--- config.mk ---
export PLATFORM = sky130hd
export DESIGN_NAME = lora_frame_sequencer_flat
export DESIGN_NICKNAME = d
export VERILOG_FILES = /design/src/rtl/lora_frame_sequencer_pkg.sv /design/src/rtl/lora_frame_sequencer_if.sv /design/src/rtl/lora_sym_counter.sv /design/src/rtl/lora_frame_sequencer.sv /design/src/flat_wrapper.sv
export SDC_FILE = /design/constraint.sdc
export NUM_CORES = 1
export LEC_CHECK = 0
export ABC_CLOCK_PERIOD_IN_PS = 3700
export BUFFER_PORTS_ARGS = -buffer_cell sky130_fd_sc_hd__buf_2
export CORE_ASPECT_RATIO = 2
export CORE_MARGIN = 2
export CORE_UTILIZATION = 58
export CTS_CLUSTER_SIZE = 40
export DETAILED_ROUTE_END_ITERATION = 10
export MAX_ROUTING_LAYER = met4
export PLACE_DENSITY = 0.95
export RECOVER_POWER = 25
export SYNTH_ARGS = -nofsm -noshare
export SYNTH_HDL_FRONTEND = slang
export SYNTH_HIERARCHICAL = 1
export SYNTH_SLANG_ARGS = --single-unit
--- constraint.sdc ---
create_clock -name clk -period 3.7 [get_ports clk]
set_input_delay 0.185 -clock clk [delete_from_list [all_inputs] [get_ports clk]]
set_output_delay 0.185 -clock clk [all_outputs]
set_load 0.005 [all_outputs]
--- src/rtl/lora_frame_sequencer_pkg.sv ---
// Shared LoRa TX frame definitions: chirp-type codes, sequencer state encoding
// and the saturating symbol-count helper.
package lora_frame_sequencer_pkg;

    localparam int CNT_W = 16;

    typedef enum logic [1:0] {
        CHIRP_UP    = 2'b00,
        CHIRP_DOWN  = 2'b01,
        CHIRP_QDOWN = 2'b10
    } chirp_t;

    typedef enum logic [2:0] {
        ST_IDLE  = 3'd0,
        ST_PRE   = 3'd1,
        ST_SYNC0 = 3'd2,
        ST_SYNC1 = 3'd3,
        ST_DOWN0 = 3'd4,
        ST_DOWN1 = 3'd5,
        ST_QDOWN = 3'd6,
        ST_PAY   = 3'd7
    } seq_state_t;

    function automatic logic [CNT_W-1:0] sat_inc(input logic [CNT_W-1:0] v);
        return (v == {CNT_W{1'b1}}) ? v : v + {{(CNT_W-1){1'b0}}, 1'b1};
    endfunction

endpackage

--- src/rtl/lora_frame_sequencer_if.sv ---
// Payload symbol stream from the packet/encoder front end into the frame sequencer.
interface lora_frame_sequencer_if #(
    parameter int SYM_W = 12
) ();
    logic             pay_valid;
    logic [SYM_W-1:0] pay_data;
    logic             pay_last;
    logic             pay_ready;

    modport master (output pay_valid, pay_data, pay_last, input pay_ready);
    modport slave  (input pay_valid, pay_data, pay_last, output pay_ready);
endinterface

--- src/rtl/lora_sym_counter.sv ---
// Loadable down-counter with zero flag; counts remaining preamble upchirps.
module lora_sym_counter #(
    parameter int W = 8
) (
    input  logic         clk,
    input  logic         rst,
    input  logic         load,
    input  logic [W-1:0] load_val,
    input  logic         dec,
    output logic         zero
);
    logic [W-1:0] count_r;

    // Load takes priority over decrement; the count never wraps below zero.
    always_ff @(posedge clk) begin
        if (rst) begin
            count_r <= '0;
        end else if (load) begin
            count_r <= load_val;
        end else if (dec && (count_r != '0)) begin
            count_r <= count_r - W'(1);
        end else begin
            count_r <= count_r;
        end
    end

    assign zero = (count_r == '0);
endmodule

--- src/rtl/lora_frame_sequencer.sv ---
// Sequences the chirp modulator through preamble, sync, downchirps and payload
// of one LoRa packet, advancing one symbol per sym_done pulse.
module lora_frame_sequencer
    import lora_frame_sequencer_pkg::*;
#(
    parameter int SYM_W = 12,
    parameter int PRE_W = 8
) (
    input  logic                 clk,
    input  logic                 rst,
    input  logic                 start,
    input  logic [PRE_W-1:0]     preamble_len,
    input  logic [SYM_W-1:0]     sync_sym0,
    input  logic [SYM_W-1:0]     sync_sym1,
    lora_frame_sequencer_if.slave pay,
    input  logic                 sym_done,
    output logic                 mod_run,
    output logic [SYM_W-1:0]     sym_val,
    output logic [1:0]           sym_type,
    output logic                 busy,
    output logic                 frame_done,
    output logic                 underrun,
    output logic [CNT_W-1:0]     sym_count
);
    seq_state_t       state_r;
    logic [SYM_W-1:0] sync0_r;
    logic [SYM_W-1:0] sync1_r;
    logic             cur_last_r;
    logic             mod_run_r;
    logic [SYM_W-1:0] sym_val_r;
    chirp_t           sym_type_r;
    logic             busy_r;
    logic             frame_done_r;
    logic             underrun_r;
    logic [CNT_W-1:0] sym_count_r;
    logic             pay_ready_s;
    logic             cnt_load_s;
    logic             cnt_dec_s;
    logic             cnt_zero_s;

    // Held low through reset so a sym_done arriving then never consumes a word.
    assign pay_ready_s = !rst && sym_done &&
                         ((state_r == ST_QDOWN) || ((state_r == ST_PAY) && !cur_last_r));
    assign pay.pay_ready = pay_ready_s;

    assign cnt_load_s = (state_r == ST_IDLE) && start && (preamble_len != '0);
    assign cnt_dec_s  = (state_r == ST_PRE) && sym_done;

    lora_sym_counter #(.W(PRE_W)) u_pre_cnt (
        .clk      (clk),
        .rst      (rst),
        .load     (cnt_load_s),
        .load_val (preamble_len - PRE_W'(1)),
        .dec      (cnt_dec_s),
        .zero     (cnt_zero_s)
    );

    // Frame FSM with registered symbol and status outputs.
    always_ff @(posedge clk) begin
        if (rst) begin
            state_r      <= ST_IDLE;
            sync0_r      <= '0;
            sync1_r      <= '0;
            cur_last_r   <= 1'b0;
            mod_run_r    <= 1'b0;
            sym_val_r    <= '0;
            sym_type_r   <= CHIRP_UP;
            busy_r       <= 1'b0;
            frame_done_r <= 1'b0;
            underrun_r   <= 1'b0;
        end else begin
            frame_done_r <= 1'b0;
            underrun_r   <= 1'b0;
            case (state_r)
                ST_IDLE: begin
                    if (start) begin
                        sync0_r    <= sync_sym0;
                        sync1_r    <= sync_sym1;
                        cur_last_r <= 1'b0;
                        mod_run_r  <= 1'b1;
                        busy_r     <= 1'b1;
                        sym_type_r <= CHIRP_UP;
                        if (preamble_len != '0) begin
                            state_r   <= ST_PRE;
                            sym_val_r <= '0;
                        end else begin
                            state_r   <= ST_SYNC0;
                            sym_val_r <= sync_sym0;
                        end
                    end
                end
                ST_PRE: begin
                    if (sym_done && cnt_zero_s) begin
                        state_r   <= ST_SYNC0;
                        sym_val_r <= sync0_r;
                    end
                end
                ST_SYNC0: begin
                    if (sym_done) begin
                        state_r   <= ST_SYNC1;
                        sym_val_r <= sync1_r;
                    end
                end
                ST_SYNC1: begin
                    if (sym_done) begin
                        state_r    <= ST_DOWN0;
                        sym_val_r  <= '0;
                        sym_type_r <= CHIRP_DOWN;
                    end
                end
                ST_DOWN0: begin
                    if (sym_done) begin
                        state_r <= ST_DOWN1;
                    end
                end
                ST_DOWN1: begin
                    if (sym_done) begin
                        state_r    <= ST_QDOWN;
                        sym_type_r <= CHIRP_QDOWN;
                    end
                end
                ST_QDOWN, ST_PAY: begin
                    if (sym_done) begin
                        if ((state_r == ST_PAY) && cur_last_r) begin
                            frame_done_r <= 1'b1;
                            state_r      <= ST_IDLE;
                            mod_run_r    <= 1'b0;
                            busy_r       <= 1'b0;
                            sym_val_r    <= '0;
                            sym_type_r   <= CHIRP_UP;
                        end else if (pay.pay_valid) begin
                            state_r    <= ST_PAY;
                            sym_val_r  <= pay.pay_data;
                            sym_type_r <= CHIRP_UP;
                            cur_last_r <= pay.pay_last;
                        end else begin
                            underrun_r <= 1'b1;
                            state_r    <= ST_IDLE;
                            mod_run_r  <= 1'b0;
                            busy_r     <= 1'b0;
                            sym_val_r  <= '0;
                            sym_type_r <= CHIRP_UP;
                        end
                    end
                end
                default: begin
                    state_r    <= ST_IDLE;
                    mod_run_r  <= 1'b0;
                    busy_r     <= 1'b0;
                    sym_val_r  <= '0;
                    sym_type_r <= CHIRP_UP;
                end
            endcase
        end
    end

    // Symbols completed this frame: cleared at start, held through IDLE.
    always_ff @(posedge clk) begin
        if (rst) begin
            sym_count_r <= '0;
        end else if ((state_r == ST_IDLE) && start) begin
            sym_count_r <= '0;
        end else if ((state_r != ST_IDLE) && sym_done) begin
            sym_count_r <= sat_inc(sym_count_r);
        end else begin
            sym_count_r <= sym_count_r;
        end
    end

    assign mod_run    = mod_run_r;
    assign sym_val    = sym_val_r;
    assign sym_type   = sym_type_r;
    assign busy       = busy_r;
    assign frame_done = frame_done_r;
    assign underrun   = underrun_r;
    assign sym_count  = sym_count_r;
endmodule

--- src/flat_wrapper.sv ---
// flat-port wrapper written by rule: the top's interface ports become plain ports
module lora_frame_sequencer_flat import lora_frame_sequencer_pkg::*;
#(
    parameter int SYM_W = 12,
    parameter int PRE_W = 8
)
  (clk, rst, start, preamble_len, sync_sym0, sync_sym1, sym_done, mod_run, sym_val, sym_type, busy, frame_done, underrun, sym_count, pay_pay_valid, pay_pay_data, pay_pay_last, pay_pay_ready);
  lora_frame_sequencer_if #(.SYM_W(SYM_W)) pay_i ();
  input  logic clk;
  input  logic rst;
  input  logic start;
  input  logic [PRE_W-1:0] preamble_len;
  input  logic [SYM_W-1:0] sync_sym0;
  input  logic [SYM_W-1:0] sync_sym1;
  input  logic sym_done;
  output logic mod_run;
  output logic [SYM_W-1:0] sym_val;
  output logic [1:0] sym_type;
  output logic busy;
  output logic frame_done;
  output logic underrun;
  output logic [CNT_W-1:0] sym_count;
  input wire logic [$bits(pay_i.pay_valid)-1:0] pay_pay_valid;
  input wire logic [$bits(pay_i.pay_data)-1:0] pay_pay_data;
  input wire logic [$bits(pay_i.pay_last)-1:0] pay_pay_last;
  output wire logic [$bits(pay_i.pay_ready)-1:0] pay_pay_ready;
  assign pay_i.pay_valid = pay_pay_valid;
  assign pay_i.pay_data = pay_pay_data;
  assign pay_i.pay_last = pay_pay_last;
  assign pay_pay_ready = pay_i.pay_ready;
  lora_frame_sequencer #(.SYM_W(SYM_W), .PRE_W(PRE_W)) u_core (.clk(clk), .rst(rst), .start(start), .preamble_len(preamble_len), .sync_sym0(sync_sym0), .sync_sym1(sync_sym1), .pay(pay_i), .sym_done(sym_done), .mod_run(mod_run), .sym_val(sym_val), .sym_type(sym_type), .busy(busy), .frame_done(frame_done), .underrun(underrun), .sym_count(sym_count));
endmodule
-- Yosys cells after proc, flatten, opt, wreduce, memory -nomap -nowiden
Index checks and enable logic that the tools add are counted.
Widths: inputs -> output; s select.
- bits in registers: 69
- input bits: 50
- output and inout port bits: 35
- word-level logic and storage cells: 107
- $add $sub $neg: 3
- equal/unequal tests: 18
- multiplexer cells: 39
- bitwise gates (word level): 3
- reduce and logical (&&, ||, !) cells: 33
- operators with widths (kind ; count):
    $mux 12 ; 8
    $pmux 12 s5 ; 1
    $mux 3 ; 9
    $pmux 3 s7 ; 1
    $ne 2x2->1 const B ; 9
    $add 16x1->16 const B ; 1
    $eq 16x16->1 const B ; 1
    $mux 8 ; 2
    $reduce_bool 8->1 ; 2
    $sub 8x1->8 const B ; 2
    $eq 3x3->1 const B ; 4
    $logic_and 1x1->1 ; 10
    $mux 1 ; 10
    $mux 2 ; 5
    $reduce_and 5->1 ; 2
    $logic_not 8->1 ; 1
    $pmux 2 s4 ; 1
    $reduce_and 7->1 ; 1
    $eq 3x2->1 const B ; 2
    $reduce_and 6->1 ; 1
    $reduce_bool 5->1 ; 1
    $pmux 1 s2 ; 2
    $reduce_and 2->1 ; 2
    $reduce_and 4->1 ; 1
    other kinds (12) ; 17

-- Longest topological paths before layout
Gate-level depths: netlist of the first run.
- depth in word-level cells: 5
- gate-level depth with buffers: 9

-- Cells and area by module
Netlist of the first run, hierarchy kept.
- modules (own cells, without submodules) (module ; times used ; cells an instance ; area each (µm²)):
    lora_frame_sequencer ; 1 ; 391 ; 3150.5
    lora_sym_counter ; 1 ; 59 ; 515.5

-- Worst setup path before layout of the first run
No wires, ideal clock.
- path kind: reg2reg
- start point: register u_core.state_r[0]
- end point: register u_core.u_pre_cnt.count_r[7]
- setup time: 134 ps
- arrival: 2384 ps
- data required time: 3566 ps
- slack: 1182 ps
- stages on the path, launching flop included: 9
- buffers on the path: 2
- path through: dfxtp_1 > buf_4 > clkbuf_1 > inv_1 > nor4_1 > or3b_2 > nor3_1 > mux2i_1 > a211oi_1
- word-level cells in the longest chain between the ends: 4
- RTL lines (what ; line ; text):
    from (decl) ; lora_frame_sequencer.sv:25 ; seq_state_t state_r;
    from (signal assigned) ; lora_frame_sequencer.sv:61 ; state_r <= ST_IDLE;
    from (signal assigned) ; lora_frame_sequencer.sv:84 ; state_r <= ST_PRE;
    from (signal assigned) ; lora_frame_sequencer.sv:87 ; state_r <= ST_SYNC0;
    $eq 3x1->1 ; lora_frame_sequencer.sv:47 ; assign cnt_dec_s = (state_r == ST_PRE) && sym_done;
    $logic_and 1x1->1 ; lora_frame_sequencer.sv:47 ;
    via u_core.cnt_dec_s ; lora_frame_sequencer.sv:38 ; logic cnt_dec_s;
    $logic_and 1x1->1 ; lora_sym_counter.sv:20 ; end else if (dec && (count_r != '0)) begin
    $reduce_bool 2->1 (no line) ; n/a ;
    to (signal assigned) ; lora_sym_counter.sv:19 ; count_r <= load_val;
    to (signal assigned) ; lora_sym_counter.sv:21 ; count_r <= count_r - W'(1);
    to (signal assigned) ; lora_sym_counter.sv:23 ; count_r <= count_r;
    to (decl) ; lora_sym_counter.sv:12 ; logic [W-1:0] count_r;
The timed path passes the listed nets, and every way through them passes these cells.
A chain may end at the register's enable or synchronous reset.

-- Final worst setup path of the first run
- start point: register u_core.u_pre_cnt.count_r[2]
- end point: register u_core.sym_val_r[2], in the netlist u_core/sym_val[2]
- word-level cells in the longest chain between the ends: 4
- RTL lines (what ; line ; text):
    $logic_not 8->1 ; lora_sym_counter.sv:27 ; assign zero = (count_r == '0);
    via u_core.cnt_zero_s ; lora_frame_sequencer.sv:39 ; logic cnt_zero_s;
    $logic_and 1x1->1 ; lora_frame_sequencer.sv:93 ; if (sym_done && cnt_zero_s) begin
    $ne 2x2->1 (no line) ; n/a ;
    $reduce_and 6->1 (no line) ; n/a ;
    to (signal assigned) ; lora_frame_sequencer.sv:88 ; sym_val_r <= sync_sym0;
    to (signal assigned) ; lora_frame_sequencer.sv:95 ; sym_val_r <= sync0_r;
    to (signal assigned) ; lora_frame_sequencer.sv:101 ; sym_val_r <= sync1_r;
    to (decl) ; lora_frame_sequencer.sv:30 ; logic [SYM_W-1:0] sym_val_r;
The timed path passes the listed nets, and every way through them passes these cells.

==> results of run 1 <==
layout make-up:
class	instances	area, um2
multi-input combinational	333	2070
fill	476	1840
sequential	69	1380
timing repair buffer	89	437
clock buffer	10	239
tap	86	108
clock inverter	6	71.3
inverter	16	60.1
path summary, 6_finish.rpt:
check	to
max	u_core/sym_val[2]
min	u_core/underrun
max reg2reg	u_core/sym_val[2]
min reg2reg	u_core/sync0_r[1]
worst max-delay path, cell delays in order (launching register included):
cell and delay [ps]:
dfxtp_1 360, or4_4 590, nor4_1 350, nand3_1 160
a21oi_2 510, or2_2 350, a311oi_1 130
registers in the layout, indices dropped and copies added, names as in the netlist, 2 cells and up:
name,flops
u_core/sym_type,2
u_core/sync1_r,12
u_core/sym_val,12
u_core/u_pre_cnt/count_r,8
u_core/sym_count,16
u_core/state_r,3
u_core/sync0_r,12
cells by family after synthesis:
kind of cell | after synthesis | synth area share (%)
compound gates | 128 | 24.5
fa+ha+maj | 5 | 1.71
buf+inv | 48 | 6.01
flops | 69 | 37.7
mux | 5 | 1.37
simple gates | 186 | 26.6
xor+xnor | 9 | 2.15
routing by layer:
metal / GRT usage (%) / vias up
met2: 43.2 / 179
met3: 7.09 / 18
met4: 12.1 / 0
li1: - / 1809
met1: 37.1 / 1745
met5: - / -
cells in the final DEF, fill, tap and decap left out, types with 5 or more instances in the layout:
cell       synthesis  layout
a211oi_1           6       6
a21oi_1           46      46
a22o_1            12      12
a22oi_1           12      12
a311oi_1          15      15
buf_2              8      67
buf_4              4       5
clkbuf_1          17      17
clkbuf_16          0       9
dfxtp_1           69      69
ha_1               5       5
inv_1             15      15
mux2i_1            5       5
nand2_1           76      76
nand3_1            6       6
nand4_1            7       7
nor2_1            19      19
nor3_1            23      23
nor3b_1            5       5
nor4_1             7       7
o21ai_0           11      11
or3_1              8       8
or4_1              6       6
xor2_1             5       5
metrics by stage:
step | power [uW] | hold WS (ps) | cell area, um2 | worst slack (ps)
2_1_floorplan | 1780 | 264 | 3670 | 1180
3_3_place_gp | 1990 | 392 | 4080 | 1180
3_5_place_dp | 2020 | 397 | 4080 | 1160
4_1_cts | 2920 | 42.2 | 4390 | 1130
5_1_grt | 3090 | 60.2 | 4370 | 921
6_report | 2920 | 47.6 | 4370 | 1080
power by group through the flow:
| stage | registers, uW | clock network [uW] | logic (uW) |
|---|---|---|---|
| 5_1_grt | 1090 | 926 | 1080 |
| 6_report | 1060 | 883 | 974 |
| 2_1_floorplan | 1010 | 0 | 774 |
| 3_5_place_dp | 1070 | 0 | 947 |
| 3_3_place_gp | 1060 | 0 | 929 |
| 4_1_cts | 1060 | 889 | 971 |
==> metrics.cfg, run 1 <==
[pwr]
pwr-share-clk_pct=30.2
power.leakage_uw=0.00164
p_switching_uw=1090
power.internal_uw=1830
power.ir.vdd_worst_uv=361
power.combinational.fraction_pct=33.4
seq_power_share_pct=36.4
power.density_cell_area_nw_per_um2=669
switching_share_pct=37.3

[floorplanning]
count_of_boundary_i_o_pins=85
core_um2=6210
die_w_um=60.2
die-area_um2=7010
initial_utilization_pct=59.1
fp.dieH_um=116
floorplan.rows=41

[sta]
worst_clock_skew_ps=3.32
post-route-period-util_pct=70.9
clock.fmax_mhz=381
worst_slew_pin_slew_ps=998
grt_setup_unrepaired=false
slew_viol_final=0
fin_crit_ps=2620
report.final.setup_viol=0
hold_viol=0
worst_slew_margin_relative_to_its_limit_pct=33.5
setup-tns-final_ps=0

[global_routing]
via_count_of_the_first_global_routing_pass=3230
first_pass_grt_wire_length_um=15200
initial_antenna_violation_count=0
globalRouteOverflowTotal=0
grt_use_total_pct=29.0
grt_start_max_net_pins=59

[detailed_routing]
via_count=3751
met3_wirelength_um=670
detail_route.iter0.violations=477
finalWirelength_um=9630
wl_met2_um=4750
wl_met1_um=4040
via_per_instance_ratio=6.16
dr_wl_cell_um=15.8
ant_nets=0
dr.pass1.iters=5
dr.max_layer_used=met4
drcViolationCount=0

[yosys]
synth.avg_cell_area_um2=8.15
cell_variety_after_synth=57
synth.net_count=505
synth.yosys.warnings=6
ys_seq_area_share_pct=37.7
synth_top_cells_by_count=nand2_1, dfxtp_1, a21oi_1, nor3_1, nor2_1
number_of_flops_mapped_to_enable_cells_by_yosys=0
synthDominantCellAreaShare_pct=37.7
synth_area_leader_cell=dfxtp_1
synth-async-reset-ratio_pct=0
postSynthRegisterBits=69
post-synth-top-count-cell=nand2_1
synthesis.area_um2=3670
synth.area.top_cells=dfxtp_1, nand2_1, a21oi_1, a311oi_1, nor3_1
synthFlopType=dfxtp_1
synthesis.instances=450

[run_status]
status=completed

[cells_and_area]
postLayoutCoreUtil_pct=70.3
signed_area_change_from_the_synthesized_netlist_to_the_final_layout_pct=19.1
num-nets-final=573
post_layout_nonfiller_instances=609
antenna_cells=0
post_route_cells_drive_above_1_share_pct=20.7

[clock_network]
cts_hold_buffers=0
cts_tree=done
total_cts_buffers=9
clock_latency_reported_for_the_late_side_of_the_worst_skew_pair_ps=340
path_clk_slew_ps=60
cts.sinks=69
cts_h_tree_lvls=3
post_cts_resized=0
clock_tree_buf_depth=2
post-cts-setup-buffer-count=0
ctsRootBufferMaster=clkbuf_16

[worst_setup_path]
worstSetupPathType=flip-flop to flip-flop
timing.critical_path.from_type=flip-flop
timing.reg2reg.worst_path_depth=6
crit_path_start=u_core/u_pre_cnt/count_r[2]
timing.critical_path.fanout_max=13
critical_path.reg2reg.startpoint=u_core/u_pre_cnt/count_r[2]
timing.reg2reg.setup_slack_ps=1080
cp.arrival_ps=2790
worstSetupEndpointType=flip-flop
timing.critical_path.required_ps=3870

[placement]
portBuffers=84
post-place-cells=593
gp_routability_congestion=0.869
detailedPlacementHpwl_um=6400

[worst_hold_path]
hold_path_class=primary input to flip-flop
hp-start=pay_pay_valid
worst_hold_path.num_cells=2

[flow_run]
drv.max_cap_violation_count=0

Note: power is estimated with default switching activity, not from simulation.
==> inputs of run 2 (changes only) <==
- ABC_CLOCK_PERIOD_IN_PS: 3700 -> 2310
- CORE_UTILIZATION: 58 -> 49
- PLACE_DENSITY: 0.95 -> 0.87
- clock period: 3.7 -> 2.31 ns (I/O delays scaled with it)
==> run 2 against run 1 <==
Clock skew up 2.6 ps. Worst hold slack got worse by 27 ps. Via count rose by 2.2%. Sequential share of layout area decreased by 0.94 points. Global-route usage is 2.3 points lower. Clock power up 56%. Highest routed layer unchanged.
==> metrics.cfg, run 2 (synthesis results as in run 1) <==
[worst_setup_path]
worstSetupPathType=flip-flop to flip-flop
crit_path_start=u_core/u_pre_cnt/count_r[2]
worstSetupEndpointType=flip-flop
timing.critical_path.fanout_max=12
crit_path_end=u_core/sym_val[1]
capture_instance_of_the_worst_register_to_register_path=u_core/sym_val[1]
timing.reg2reg.setup_slack_ps=150
critical_path.reg2reg.startpoint=u_core/u_pre_cnt/count_r[2]
timing.critical_path.from_type=flip-flop
cp.arrival_ps=2390
timing.reg2reg.worst_path_depth=7
timing.critical_path.required_ps=2540

[cells_and_area]
signed_area_change_from_the_synthesized_netlist_to_the_final_layout_pct=22.8
largest_register_ff_count=16
post_layout_nonfiller_instances=630
layout.cells.most_common_list=nand2_1, buf_2, dfxtp_1
finish.instance_area_um2=4500
post_route_cells_drive_above_1_share_pct=23.2
mostFrequentLayoutCell=nand2_1
antenna_cells=0
num-nets-final=589

[flow_run]
drv.max_cap_violation_count=0

[placement]
detailedPlacementHpwl_um=7740
postPlaceCellArea_um2=4210
dp_worst_setup_slack_ps=125
gp_routability_congestion=0.935
portBuffers=84
post-place-cells=614

[sta]
slew_viol_final=0
worst_clock_skew_ps=5.89
post-route-period-util_pct=93.5
setup-tns-final_ps=0
fin_crit_ps=2160
worst_slew_margin_relative_to_its_limit_pct=39.0
hold_viol=0
report.final.setup_viol=0
worst_slew_pin_slew_ps=914
clock.fmax_mhz=463
layout_setup_ws_ps=150

[clock_network]
total_cts_buffers=9
cts_h_tree_lvls=3
path_clk_slew_ps=60
cts_tree=done
clock_tree_buf_depth=2
ctsRootBufferMaster=clkbuf_16
post-cts-setup-buffer-count=0
cts.sinks=69
clock_latency_reported_for_the_late_side_of_the_worst_skew_pair_ps=330

[floorplanning]
count_of_boundary_i_o_pins=85
floorplan.rows=44
core_um2=7270
die_w_um=65.2
fp.dieH_um=126
initial_utilization_pct=50.4
die-area_um2=8230

[pwr]
power.ir.vdd_worst_uv=620
finalPower_uw=4760
power.leakage_uw=0.00173
power.density_cell_area_nw_per_um2=1060

[detailed_routing]
via_count=3833
via_per_instance_ratio=6.08
drcViolationCount=0
dr_wl_cell_um=16.5
ant_nets=0
detail_route.iter0.violations=299
dr.pass1.iters=5
finalWirelength_um=10400

[worst_hold_path]
hold_path_class=primary input to flip-flop

[global_routing]
grt_use_total_pct=26.7
initial_antenna_violation_count=0
grt_start_max_net_pins=44
globalRouteOverflowTotal=0
via_count_of_the_first_global_routing_pass=3809
first_pass_grt_wire_length_um=17000

[run_status]
status=completed

==> run 2: cell count changes in the layout (fill, tap and decap cells not counted), moves of 2 or more <==
cell / previous run / this run
buf_2: 67 / 69
buf_4: 5 / 19
clkinv_4: 2 / 0
nor4_1: 7 / 5
nor4_2: 0 / 2
==> run 2: metal layers <==
metal	up-vias	routed length (um)	global-route usage, %	share of wire (%)
met4	0	396	13.5	3.8
met5	-	0	-	0
met2	161	5670	47.3	54
li1	1826	-	-	-
met3	39	624	5.85	6.0
met1	1807	3720	26.7	36
==> run 2: worst min path at each step <==
stage,from,end,slack [ps],depth (start not counted)
2_1_floorplan,pay_pay_valid,u_core/underrun,190,1
3_3_place_gp,pay_pay_valid,u_core/underrun,330,2
3_5_place_dp,pay_pay_valid,u_core/underrun,340,2
4_1_cts,sync_sym1[11],u_core/sync1_r[11],20,3
5_1_grt,sync_sym1[10],u_core/sync1_r[10],30,3
6_report,sync_sym1[11],u_core/sync1_r[11],20,3
==> run 2: where the power goes <==
group	internal [uW]	leakage [uW]	switching [uW]
clock network	888	0.000141	496
registers	1450	0.000564	190
logic	695	0.00102	1040
==> run 2: critical path: stages, from the launching register on <==
cell and delay, ps:
dfxtp_1 350, or4_4 590, nor4_2 220, nand3_1 150, a21oi_2 180, buf_4 200, nor3_1 80, a311oi_1 300
==> run 2: what timing repair did <==
| item | in CTS | in global routing |
|---|---|---|
| setup endpoints to repair | 0 | 6 |
| gates resized for setup | 0 | 1 |
| endpoints found under the hold margin | 1 | 0 |
| hold buffers | 1 | 0 |
==> run 2: metrics by stage <==
step | hold WS [ps] | utilization, %
final | 20.9 | 61.9
after global placement | 326 | 57.9
after CTS | 16.2 | 62.2
after detailed placement | 335 | 57.9
after floorplan | 194 | -
after global routing | 29.0 | 61.9
==> run 2: final cells by class <==
type / count / area, um2
timing repair buffer: 105 / 558
multi-input combinational: 333 / 2080
fill: 666 / 2770
tap: 92 / 115
clock inverter: 3 / 45.0
sequential: 69 / 1380
clock buffer: 12 / 256
inverter: 16 / 61.3
==> inputs of run 3 (changes only) <==
- CELL_PAD_IN_SITES_DETAIL_PLACEMENT: not set -> 1
- CELL_PAD_IN_SITES_GLOBAL_PLACEMENT: not set -> 2
- CORE_UTILIZATION: 49 -> 28
- PLACE_DENSITY: 0.87 -> 0.86
==> run 3 against run 2 <==
First-iteration DRC count down 53%. Fmax up 0.13%. Combinational power up 6%. Routed wire length up 17%. Via count down 2.1%. Worst setup slack better by 2.9 ps. Sequential share of layout area down 0.81 points. Die area up 71%. Power up 2.8%. Register-to-register slack about the same. Worst hold slack about the same. Clock power about the same. Critical path type unchanged.
==> metrics.cfg, run 3 (synthesis results as in run 1) <==
[pwr]
power.ir.vdd_worst_uv=426
power.leakage_uw=0.00177
finalPower_uw=4890
power.density_cell_area_nw_per_um2=1060

[placement]
portBuffers=84
postPlaceCellArea_um2=4300
post-place-cells=675
detailedPlacementHpwl_um=9410
gp_routability_congestion=0.917

[detailed_routing]
via_count=3752
detail_route.iter0.violations=141
via_per_instance_ratio=5.43
finalWirelength_um=12200
ant_nets=0
dr_wl_cell_um=17.6
drcViolationCount=0
dr.pass1.iters=5

[worst_setup_path]
timing.critical_path.required_ps=2550
worstSetupEndpointType=flip-flop
worstSetupPathType=flip-flop to flip-flop
timing.critical_path.from_type=flip-flop
timing.critical_path.fanout_max=12
timing.reg2reg.worst_path_depth=7
critical_path.reg2reg.startpoint=u_core/u_pre_cnt/count_r[2]
capture_instance_of_the_worst_register_to_register_path=u_core/sym_val[10]
timing.reg2reg.setup_slack_ps=150
cp.arrival_ps=2400

[cells_and_area]
post_layout_nonfiller_instances=691
num-nets-final=590
layout.cells.most_common_list=buf_2, nand2_1, dfxtp_1
post_route_cells_drive_above_1_share_pct=25.0
antenna_cells=0
finish.instance_area_um2=4620
nFillCells=1595
postLayoutCoreUtil_pct=35.8
largest_register_ff_count=16
signed_area_change_from_the_synthesized_netlist_to_the_final_layout_pct=26.1

[sta]
worst_clock_skew_ps=5.29
hold_viol=0
worst_slew_pin_slew_ps=680
post-route-period-util_pct=93.4
clock.fmax_mhz=464
report.final.setup_viol=0
grt_setup_unrepaired=false
fin_crit_ps=2160
worst_slew_margin_relative_to_its_limit_pct=54.2
slew_viol_final=0

[global_routing]
grt_start_max_net_pins=33
grt_use_total_pct=18.0
first_pass_grt_wire_length_um=19800
globalRouteOverflowTotal=0
via_count_of_the_first_global_routing_pass=4022
initial_antenna_violation_count=0

[clock_network]
clock_latency_reported_for_the_late_side_of_the_worst_skew_pair_ps=330
post-cts-setup-buffer-count=0
total_cts_buffers=9
cts.sinks=69
path_clk_slew_ps=60
cts_h_tree_lvls=3
cts_tree=done
clock_tree_buf_depth=2
ctsRootBufferMaster=clkbuf_16

[floorplanning]
die-area_um2=14100
die_w_um=84.9
floorplan.rows=59
count_of_boundary_i_o_pins=85
initial_utilization_pct=28.4
fp.dieH_um=166
core_um2=12900

[worst_hold_path]
hold_path_class=primary input to flip-flop
min_to=u_core/sync1_r[3]
hp-start=sync_sym1[3]
worst_hold_path.num_cells=3

[run_status]
status=completed

[flow_run]
drv.max_cap_violation_count=0

run 3: cell count changes in the layout (fill, tap and decap cells not counted):
cell / previous run / this run
clkinv_4: 0 / 1
a21oi_2: 1 / 0
nor2b_1: 3 / 2
a21oi_4: 0 / 1
buf_12: 0 / 1
nor2b_2: 0 / 1
buf_1: 1 / 0
clkinvlp_4: 2 / 3
buf_2: 69 / 76
nor4_2: 2 / 1
nor4_4: 1 / 2
clkbuf_8: 2 / 1
clkbuf_1: 16 / 9
run 3: worst max-delay path by stage:
stage | from | end | slack [ps] | cells after the start
floorplan | u_core/state_r[0] | u_core/u_pre_cnt/count_r[7] | -7 | 8
global placement | preamble_len[0] | u_core/u_pre_cnt/count_r[2] | 160 | 9
detailed placement | u_core/u_pre_cnt/count_r[2] | u_core/sym_val[6] | 100 | 7
CTS | u_core/u_pre_cnt/count_r[2] | u_core/sym_val[7] | 100 | 7
global route | u_core/u_pre_cnt/count_r[2] | u_core/sym_val[1] | 20 | 7
finish | u_core/u_pre_cnt/count_r[2] | u_core/sym_val[10] | 150 | 7
run 3: timing repair:
item                                   4_1_cts  5_1_grt
resized for setup                            1        3
setup endpoints to repair                   12       10
hold buffers                                 1        0
pin swaps                                    0        2
endpoints found under the hold margin        1        0
run 3: critical path: stages, from the launching register on:
cell,delay (ps)
dfxtp_1,350
or4_4,600
nor4_4,200
nand3_1,220
a21oi_4,220
buf_12,150
nor3_1,50
a311oi_1,270
run 3: report_power, final:
part | internal [uW] | leakage [uW] | switching (uW)
combinational | 747 | 0.00106 | 1090
sequential | 1450 | 0.000564 | 205
clock | 860 | 0.000137 | 540
total | 3050 | 0.00177 | 1840
run 3: area by class of cell:
class,count,area [um2],area share (%)
Clock buffer,10,239,5.17
Clock inverter,5,61.3,1.33
Inverter,16,61.3,1.33
Multi-Input combinational cell,333,2100,45.5
Sequential cell,69,1380,29.9
Tap cell,152,190,4.11
Timing Repair Buffer,106,587,12.7
run 3: per-layer routing:
layer | vias up | track usage [%] | wire length (um)
li1 | 1826 | - | -
met1 | 1805 | 17.8 | 4530
met2 | 94 | 32.9 | 6790
met3 | 27 | 3.08 | 434
met4 | 0 | 9.32 | 418
met5 | - | - | 0
run 3: stage by stage:
step	worst slack [ps]	hold WS, ps	setup TNS (ps)
5_1_grt	21.6	21.5	0
2_1_floorplan	-7.21	194	-7.21
6_report	153	20.9	0
3_3_place_gp	159	333	0
3_5_place_dp	100	342	0
4_1_cts	101	5.67	0
